$ cat src/rtl/div_unit.sv
// div_unit -- iterative radix-2 restoring divider (one quotient bit per cycle).
//
// Optional feature: define DIV_SIGNED_EN to enable signed division (DIV).
// Without it every request is treated as unsigned (DIVU), signed_div_i is
// ignored and no negation logic is built.
//
// Ports
//   clk          : clock, rising-edge active
//   resetn       : synchronous active-low reset
//   start_i      : division request, held high until the result is consumed
//   annul_i      : abort the division in progress
//   signed_div_i : 1 = signed, 0 = unsigned (only honoured with DIV_SIGNED_EN)
//   opdata1_i    : dividend
//   opdata2_i    : divisor
//   result_o     : {remainder, quotient}, zero whenever ready_o is low
//   ready_o      : result_o is valid
module div_unit #(
  parameter int unsigned DATA_W = 32
) (
  input  logic                  clk,
  input  logic                  resetn,
  input  logic                  start_i,
  input  logic                  annul_i,
  input  logic                  signed_div_i,
  input  logic [DATA_W-1:0]     opdata1_i,
  input  logic [DATA_W-1:0]     opdata2_i,
  output logic [2*DATA_W-1:0]   result_o,
  output logic                  ready_o
);

  localparam int unsigned CNT_W = 6;

  typedef enum logic [1:0] {
    FREE   = 2'd0,
    BYZERO = 2'd1,
    ON     = 2'd2,
    END    = 2'd3
  } state_t;

  state_t              state_q, state_d;
  logic [CNT_W-1:0]    cnt_q;
  logic [DATA_W-1:0]   divisor_q;
  logic [DATA_W-1:0]   rem_q;
  logic [DATA_W-1:0]   quot_q;

  logic                accept;
  logic                last_step;
  logic [DATA_W-1:0]   dividend_in;
  logic [DATA_W-1:0]   divisor_in;
  logic [DATA_W:0]     rem_sh;
  logic                step_ge;
  logic [DATA_W-1:0]   step_rem;
  logic [DATA_W-1:0]   step_quot;
  logic [DATA_W-1:0]   fin_rem;
  logic [DATA_W-1:0]   fin_quot;

  assign accept    = start_i && !annul_i;
  assign last_step = (cnt_q == CNT_W'(DATA_W - 1));

`ifdef DIV_SIGNED_EN
  logic neg_a, neg_b;
  logic neg_quot_q, neg_rem_q;

  assign neg_a       = signed_div_i && opdata1_i[DATA_W-1];
  assign neg_b       = signed_div_i && opdata2_i[DATA_W-1];
  // Iterate on magnitudes; signs are restored on the final step.
  assign dividend_in = neg_a ? -opdata1_i : opdata1_i;
  assign divisor_in  = neg_b ? -opdata2_i : opdata2_i;
`else
  logic unused_signed_div;

  assign unused_signed_div = signed_div_i;
  assign dividend_in       = opdata1_i;
  assign divisor_in        = opdata2_i;
`endif

  // One restoring step: the shifted partial remainder needs DATA_W+1 bits,
  // but after a successful subtraction it is below the divisor again, so the
  // low DATA_W bits of the difference are exact.
  always_comb begin
    rem_sh    = {rem_q, quot_q[DATA_W-1]};
    step_ge   = (rem_sh >= {1'b0, divisor_q});
    step_rem  = step_ge ? (rem_sh[DATA_W-1:0] - divisor_q) : rem_sh[DATA_W-1:0];
    step_quot = {quot_q[DATA_W-2:0], step_ge};
`ifdef DIV_SIGNED_EN
    fin_rem   = (last_step && neg_rem_q)  ? -step_rem  : step_rem;
    fin_quot  = (last_step && neg_quot_q) ? -step_quot : step_quot;
`else
    fin_rem   = step_rem;
    fin_quot  = step_quot;
`endif
  end

  always_ff @(posedge clk) begin
    if (!resetn) begin
      state_q <= FREE;
    end else begin
      state_q <= state_d;
    end
  end

  always_comb begin
    state_d  = state_q;
    ready_o  = 1'b0;
    result_o = '0;
    case (state_q)
      FREE: begin
        if (accept) begin
          state_d = (opdata2_i == '0) ? BYZERO : ON;
        end
      end
      BYZERO: begin
        state_d = END;
      end
      ON: begin
        if (annul_i) begin
          state_d = FREE;
        end else if (last_step) begin
          state_d = END;
        end
      end
      END: begin
        ready_o  = 1'b1;
        result_o = {rem_q, quot_q};
        if (!start_i) begin
          state_d = FREE;
        end
      end
      default: begin
        state_d = FREE;
      end
    endcase
  end

  always_ff @(posedge clk) begin
    if (!resetn) begin
      cnt_q      <= '0;
      divisor_q  <= '0;
      rem_q      <= '0;
      quot_q     <= '0;
`ifdef DIV_SIGNED_EN
      neg_quot_q <= 1'b0;
      neg_rem_q  <= 1'b0;
`endif
    end else begin
      case (state_q)
        FREE: begin
          if (accept) begin
            quot_q     <= dividend_in;
            rem_q      <= '0;
            divisor_q  <= divisor_in;
            cnt_q      <= '0;
`ifdef DIV_SIGNED_EN
            neg_quot_q <= neg_a ^ neg_b;
            neg_rem_q  <= neg_a;
`endif
          end
        end
        BYZERO: begin
          quot_q <= '0;
          rem_q  <= '0;
        end
        ON: begin
          if (!annul_i) begin
            rem_q  <= fin_rem;
            quot_q <= fin_quot;
            cnt_q  <= cnt_q + CNT_W'(1);
          end
        end
        default: begin
        end
      endcase
    end
  end

endmodule
$ cat config.mk
export PLATFORM = sky130hd
export DESIGN_NAME = div_unit
export DESIGN_NICKNAME = d
export VERILOG_FILES = /design/src/rtl/div_unit.sv
export SDC_FILE = /design/constraint.sdc
export NUM_CORES = 1
export LEC_CHECK = 0
export CORE_ASPECT_RATIO = 0.75
export CORE_UTILIZATION = 48
export CTS_BUF_LIST = sky130_fd_sc_hd__clkbuf_4 sky130_fd_sc_hd__clkbuf_8 sky130_fd_sc_hd__clkbuf_16
export DETAILED_ROUTE_END_ITERATION = 8
export PLACE_DENSITY = 0.78
export SLEW_MARGIN = 40
export SYNTH_ARGS = -nofsm -noshare
export SYNTH_HDL_FRONTEND = slang
export SYNTH_SLANG_ARGS = --single-unit
$ cat constraint.sdc
create_clock -name clk -period 2.6 [get_ports clk]
set_input_delay 0.65 -clock clk [delete_from_list [all_inputs] [get_ports clk]]
set_output_delay 0.65 -clock clk [all_outputs]
set_load 0.03 [all_outputs]
Yosys cells after proc, flatten, opt, wreduce, memory -nomap -nowiden --
Index checks and enable logic that the tools add are counted.
Word-level totals: register bits 104, output and inout bits 65
Cells by class: add/subtract/negate cells 2, order comparisons 1, equality and inequality tests 8, muxes and demuxes 18, reduce and logical (&&, ||, !) cells 10
Operators by type and width (count):
- 32-bit case mux with 3 select lines | 2
- 32-bit two-way mux | 5
- 64-bit two-way mux | 1
- 33-bit by 32-bit greater-or-equal comparator with 1-bit output | 1
- 32-bit logical NOT | 1
- 32-bit subtractor | 1
- 6-bit two-way mux | 2
- 6-bit case mux with 2 select lines | 1
- 2-bit two-way mux | 5
- 3-bit AND reduction | 3
- 2-bit case mux with 4 select lines | 1
- 6-bit by 1-bit adder with 6-bit output (second input constant) | 1
- 6-bit by 5-bit equality test with 1-bit output (second input constant) | 1
- 2-bit inequality test (second input constant) | 3
- 2-bit equality test (second input constant) | 2
- 3-bit inequality test (second input constant) | 1
- 3-bit nonzero test | 1
- 2-bit by 1-bit equality test with 1-bit output (second input constant) | 1
- 2-bit logical NOT | 1
- 2-bit AND reduction | 1
- 2-bit nonzero test | 1
- 1-bit logical AND | 1
- 1-bit logical NOT | 1
- 1-bit two-way mux | 1

Longest topological paths before layout --
depth after elaboration 4, depth in mapped cells 13

Least setup slack after synthesis --
Ideal clock, no wire load.
kind register to register, start point register divisor_q[10], end point register rem_q[10], library setup time 0.117 ns, arrival 2.670 ns, required time 2.483 ns, path slack -0.187 ns, stages on the path, launching flop included 13, buffers on the path 2, path through dfxtp_1 -> inv_1 -> ha_1 -> buf_6 -> a21o_1 -> a311oi_1 -> o21ai_1 -> or3_4 -> o21a_1 -> a31o_1 -> buf_6 -> mux2_4 -> a22o_1
On the way: cells in the longest elaborated chain, start to end 4, elaborated cells on any way between the ends 5, classes of those cells add/sub: 1; order compare: 1; mux: 3
Ends and longest elaborated chain:
- from (decl) | line 42 | logic [DATA_W-1:0] divisor_q;
- from (signal assigned) | line 151 | divisor_q <= divisor_in;
- 32-bit subtractor / 33-bit by 32-bit greater-or-equal comparator with 1-bit output (equally long branches) | line 83, 82
- 32-bit two-way mux (*) | line 83 | step_rem = step_ge ? (rem_sh[DATA_W-1:0] - divisor_q) : rem_sh[DATA_W-1:0];
- 32-bit two-way mux (*) | line 164 | if (!annul_i) begin
- 32-bit case mux with 3 select lines (*) | line 146 | case (state_q)
- to (signal assigned) | line 165 | rem_q <= fin_rem;
- to (decl) | line 43 | logic [DATA_W-1:0] rem_q;
Every way passes the cells marked *; elsewhere a longest branch is shown, timed or not. The select of a mux whose other input is x is not followed. A chain may end at the register's enable or synchronous reset.

Worst setup path in the final report --
start point register rem_q[9], end point register rem_q[10]
On the way: cells in the longest elaborated chain, start to end 4, elaborated cells on any way between the ends 5, classes of those cells add/sub: 1; order compare: 1; mux: 3
Ends and longest elaborated chain (line):
- 32-bit subtractor / 33-bit by 32-bit greater-or-equal comparator with 1-bit output (equally long branches) | 83, 82
- 32-bit two-way mux (*) | 83
- 32-bit two-way mux (*) | 164
- 32-bit case mux with 3 select lines (*) | 146
Marked as above.

==> results.tsv <==
stage	metric	value	unit
run_status	status	finished, violations left	
run_status	violations	negative setup slack	
power	combPwrFrac	65.2	%
synthesis	synth_edf_count	0	
critical_path	critPathTopFamily	compound AO/OA/AOI/OAI gates	
floorplan	boundaryPins	134	
synthesis	synth_warnings	0	
sta	maxSlewViolCount	0	
clock_network	cts_buffer_depth	2	
final_layout	final_cell_count_no_fill	1276	
clock_network	cts.htree.levels	3	
global_routing	grt_start_max_net_pins	65	
critical_path	path_cells	ha_4 > a21o_1 > a311oi_2 > o21ai_2 > or3_4 > o21a_1 > a31o_4 > mux2_4 > a22o_1	
sta	fmax	367	MHz
sta	tightest_slew	0.530	ns
global_routing	overflow	0	
sta	final.setup.worst_slack	-0.124	ns
final_layout	n_antenna_cell	0	
synthesis	syn_area_per_cell	7.86	sq um
power	ir_worst_vdd	0.591	mV
critical_path	timing.critical_path.buf_inv	0	
synthesis	synth.cell_area	0.00690	sq mm
route	via_count	7317	
synthesis	ys.flop_type	dfxtp_1	
power	power_density	1080	mW/mm^2
sta	fin_crit	2.72	ns
critical_path	slowest_stage	dfxtp_1	
route	drc_errors	0	
clock_network	clk_latency	0.36	ns
route	postRouteAntennaNets	0	
sta	finClkSkew	0.0107	ns
route	viasPerCell	5.73	
floorplan	num_rows	37	
route	first_iter_violations	617	
clock_network	cts_made_buffers	9	
run	cap_violations	0	
route	wl	21400	um
floorplan	core	0.0139	sq mm
critical_path	cp.required	2.86	ns
synthesis	synth-seq-area-share	30.2	%
synthesis	ys_ff_latch	104	
sta	setup_viol	26	
synthesis	netlist_instances	878	
synthesis	synth_top_area_cell	dfxtp_1	
synthesis	synth_top_cells_by_area	dfxtp_1 (30%), ha_1 (6.9%), and2_1 (6.1%)	
final_layout	nets	1204	
synthesis	ys_types	62	
critical_path	critPathMaxFanout	6	
global_routing	grt_usage	28.2	%
floorplan	die_y	106	um
synthesis	async_flop_share	0	%
sta	whs	0.464	ns
floorplan	initial_core_util	49.7	%
power	clkPwrFrac	13.5	%
global_routing	grt_pass1_wl	33500	um
placement	dp_cells	1252	
floorplan	die_x	140	um
power	pwr-share-seq	21.3	%
power	power.leakage	4.46	nW
critical_path	worstPathArrival	2.98	ns
route	routedWlPerCell	16.8	um
power	p_sw	4.51	mW
floorplan	dieArea	0.0149	sq mm
critical_path	end_kind	flip-flop	
clock_network	clockRootBuffer	clkbuf_16	
critical_path	path_class	flip-flop to flip-flop	
critical_path	max_stage_delay	0.41	ns
placement	numPortBuffers	132	
clock_network	path_clk_slew	0.07	ns
sta	slew_headroom	64.4	%
placement	place.gp.congestion	0.968	
hold_path	hp-class	flip-flop to flip-flop	
sta	hold_viol_final	0	
placement	dp_hpwl	15200	um
clock_network	cts_tree	yes	
global_routing	grt_pass1_vias	6710	
route	firstDrtPassIters	5	
critical_path	worstSetupStartpointType	flip-flop	
sta	rsz0062_at_grt	yes	
clock_network	ctsHoldBuffers	0	
sta	min_period_over_period	105	%
clock_network	cts_sinks	104	
global_routing	antenna_found_initial	0	
final_layout	synthToLayoutAreaGrowth	42.4	%
final_layout	drive_gt1_share	26.3	%
power	netSwitchingFraction	42.7	%
synthesis	syn_nets	986	
power	p_int	6.05	mW
synthesis	synth.top_cell.area_share	30.2	%
[per-layer routing]
layer  global-route usage, %  vias up  share of wire, %
met1                    38.0     3437                45
met2                    43.9      297                44
met4                    8.32        0               2.5
li1                        -     3537                 -
met5                       0        -                 0
met3                    7.36       46               8.2
[worst register-to-register path, stage by stage, from the launching register on]
cell	delay [ns]
dfxtp_1	0.41
ha_4	0.25
a21o_1	0.20
a311oi_2	0.27
o21ai_2	0.12
or3_4	0.34
o21a_1	0.22
a31o_4	0.31
mux2_4	0.32
a22o_1	0.19
[cell usage after synthesis, types with 31 or more instances]
cell type	number
nand3_1	80
o211a_1	32
nand2_1	106
nand2b_1	34
inv_1	42
and2_1	67
a21oi_1	31
a21boi_0	34
ha_1	38
clkbuf_1	48
dfxtp_1	104
o21ai_0	44
nor2_1	31
[power groups by stage]
| stage | clock [mW] | sequential, mW | combinational, mW |
|---|---|---|---|
| final | 1.43 | 2.26 | 6.89 |
| after global routing | 1.51 | 2.30 | 7.39 |
| after CTS | 1.44 | 2.24 | 6.22 |
| after detailed placement | 0 | 2.26 | 5.85 |
| after global placement | 0 | 2.25 | 5.75 |
| after floorplan | 0 | 2.18 | 4.05 |
[cell families after synthesis]
family                   share of synthesized area [%]
XOR/XNOR                                          3.68
flip-flops                                        30.2
buffers and inverters                             5.75
AO/OA/AOI/OAI                                     22.8
multiplexers                                      2.97
AND/OR/NAND/NOR                                   27.4
adder cells (fa/ha/maj)                           7.18
[path summary, 6_finish.rpt]
kind                 startpoint       endpoint  slack, ns  depth (start not counted)
hold reg to reg   divisor_q[30]  divisor_q[30]       0.46                          2
setup / recovery       rem_q[9]      rem_q[10]      -0.12                          9
setup reg to reg       rem_q[9]      rem_q[10]      -0.12                          9
hold / removal    divisor_q[30]  divisor_q[30]       0.46                          2
[placed cells by master, fill, tap and decap left out, types with 8 or more instances in the layout]
cell	count
buf_4	181
nand2_1	105
dfxtp_1	90
nand3_1	76
and2_1	67
clkdlybuf4s50_1	66
inv_1	37
nand2b_1	34
o21ai_0	33
a21boi_0	33
o211a_1	32
nor2_1	30
ha_1	25
a21oi_1	23
mux2i_1	19
xor2_1	14
xnor2_1	14
dfxtp_2	14
ha_4	13
a21o_1	12
a32oi_1	12
nand4_1	11
nor2b_1	10
o21ai_1	9
clkbuf_16	9
buf_6	9
a21oi_2	8
[flip-flops by register name, indices dropped and copies added, names as in the netlist]
name,cells
divisor_q,32
cnt_q,6
rem_q,32
quot_q,32
state_q,2
[through the flow]
stage                     cell area [sq um]  total power [mW]  utilization [%]  worst slack [ns]  setup TNS, ns
after floorplan                        6910              6.24                -           -0.0692        -0.0849
after global placement                 9040              8.00             65.1            -0.190          -4.33
after detailed placement               9040              8.10             65.1            -0.253          -5.26
after CTS                              9560              9.89             68.8           -0.0448         -0.126
after global routing                   9820              11.2             70.7            -0.178          -3.58
final                                  9820              10.6             70.7            -0.124          -1.10
[what timing repair did]
item,CTS,global route
setup endpoints to repair,33,50
resized for setup,46,58
buffers inserted,2,5
cloned,0,1
pin swaps,17,34
[layout make-up]
| type | count | area [sq um] |
|---|---|---|
| Sequential cell | 104 | 2100 |
| Timing Repair Buffer | 263 | 2250 |
| Tap cell | 175 | 219 |
| Multi-Input combinational cell | 676 | 4800 |
| Clock buffer | 9 | 225 |
| Clock inverter | 7 | 77.6 |
| Inverter | 42 | 158 |
| Fill cell | 1086 | 4060 |
No activity file was read; power rests on OpenSTA's default activity.
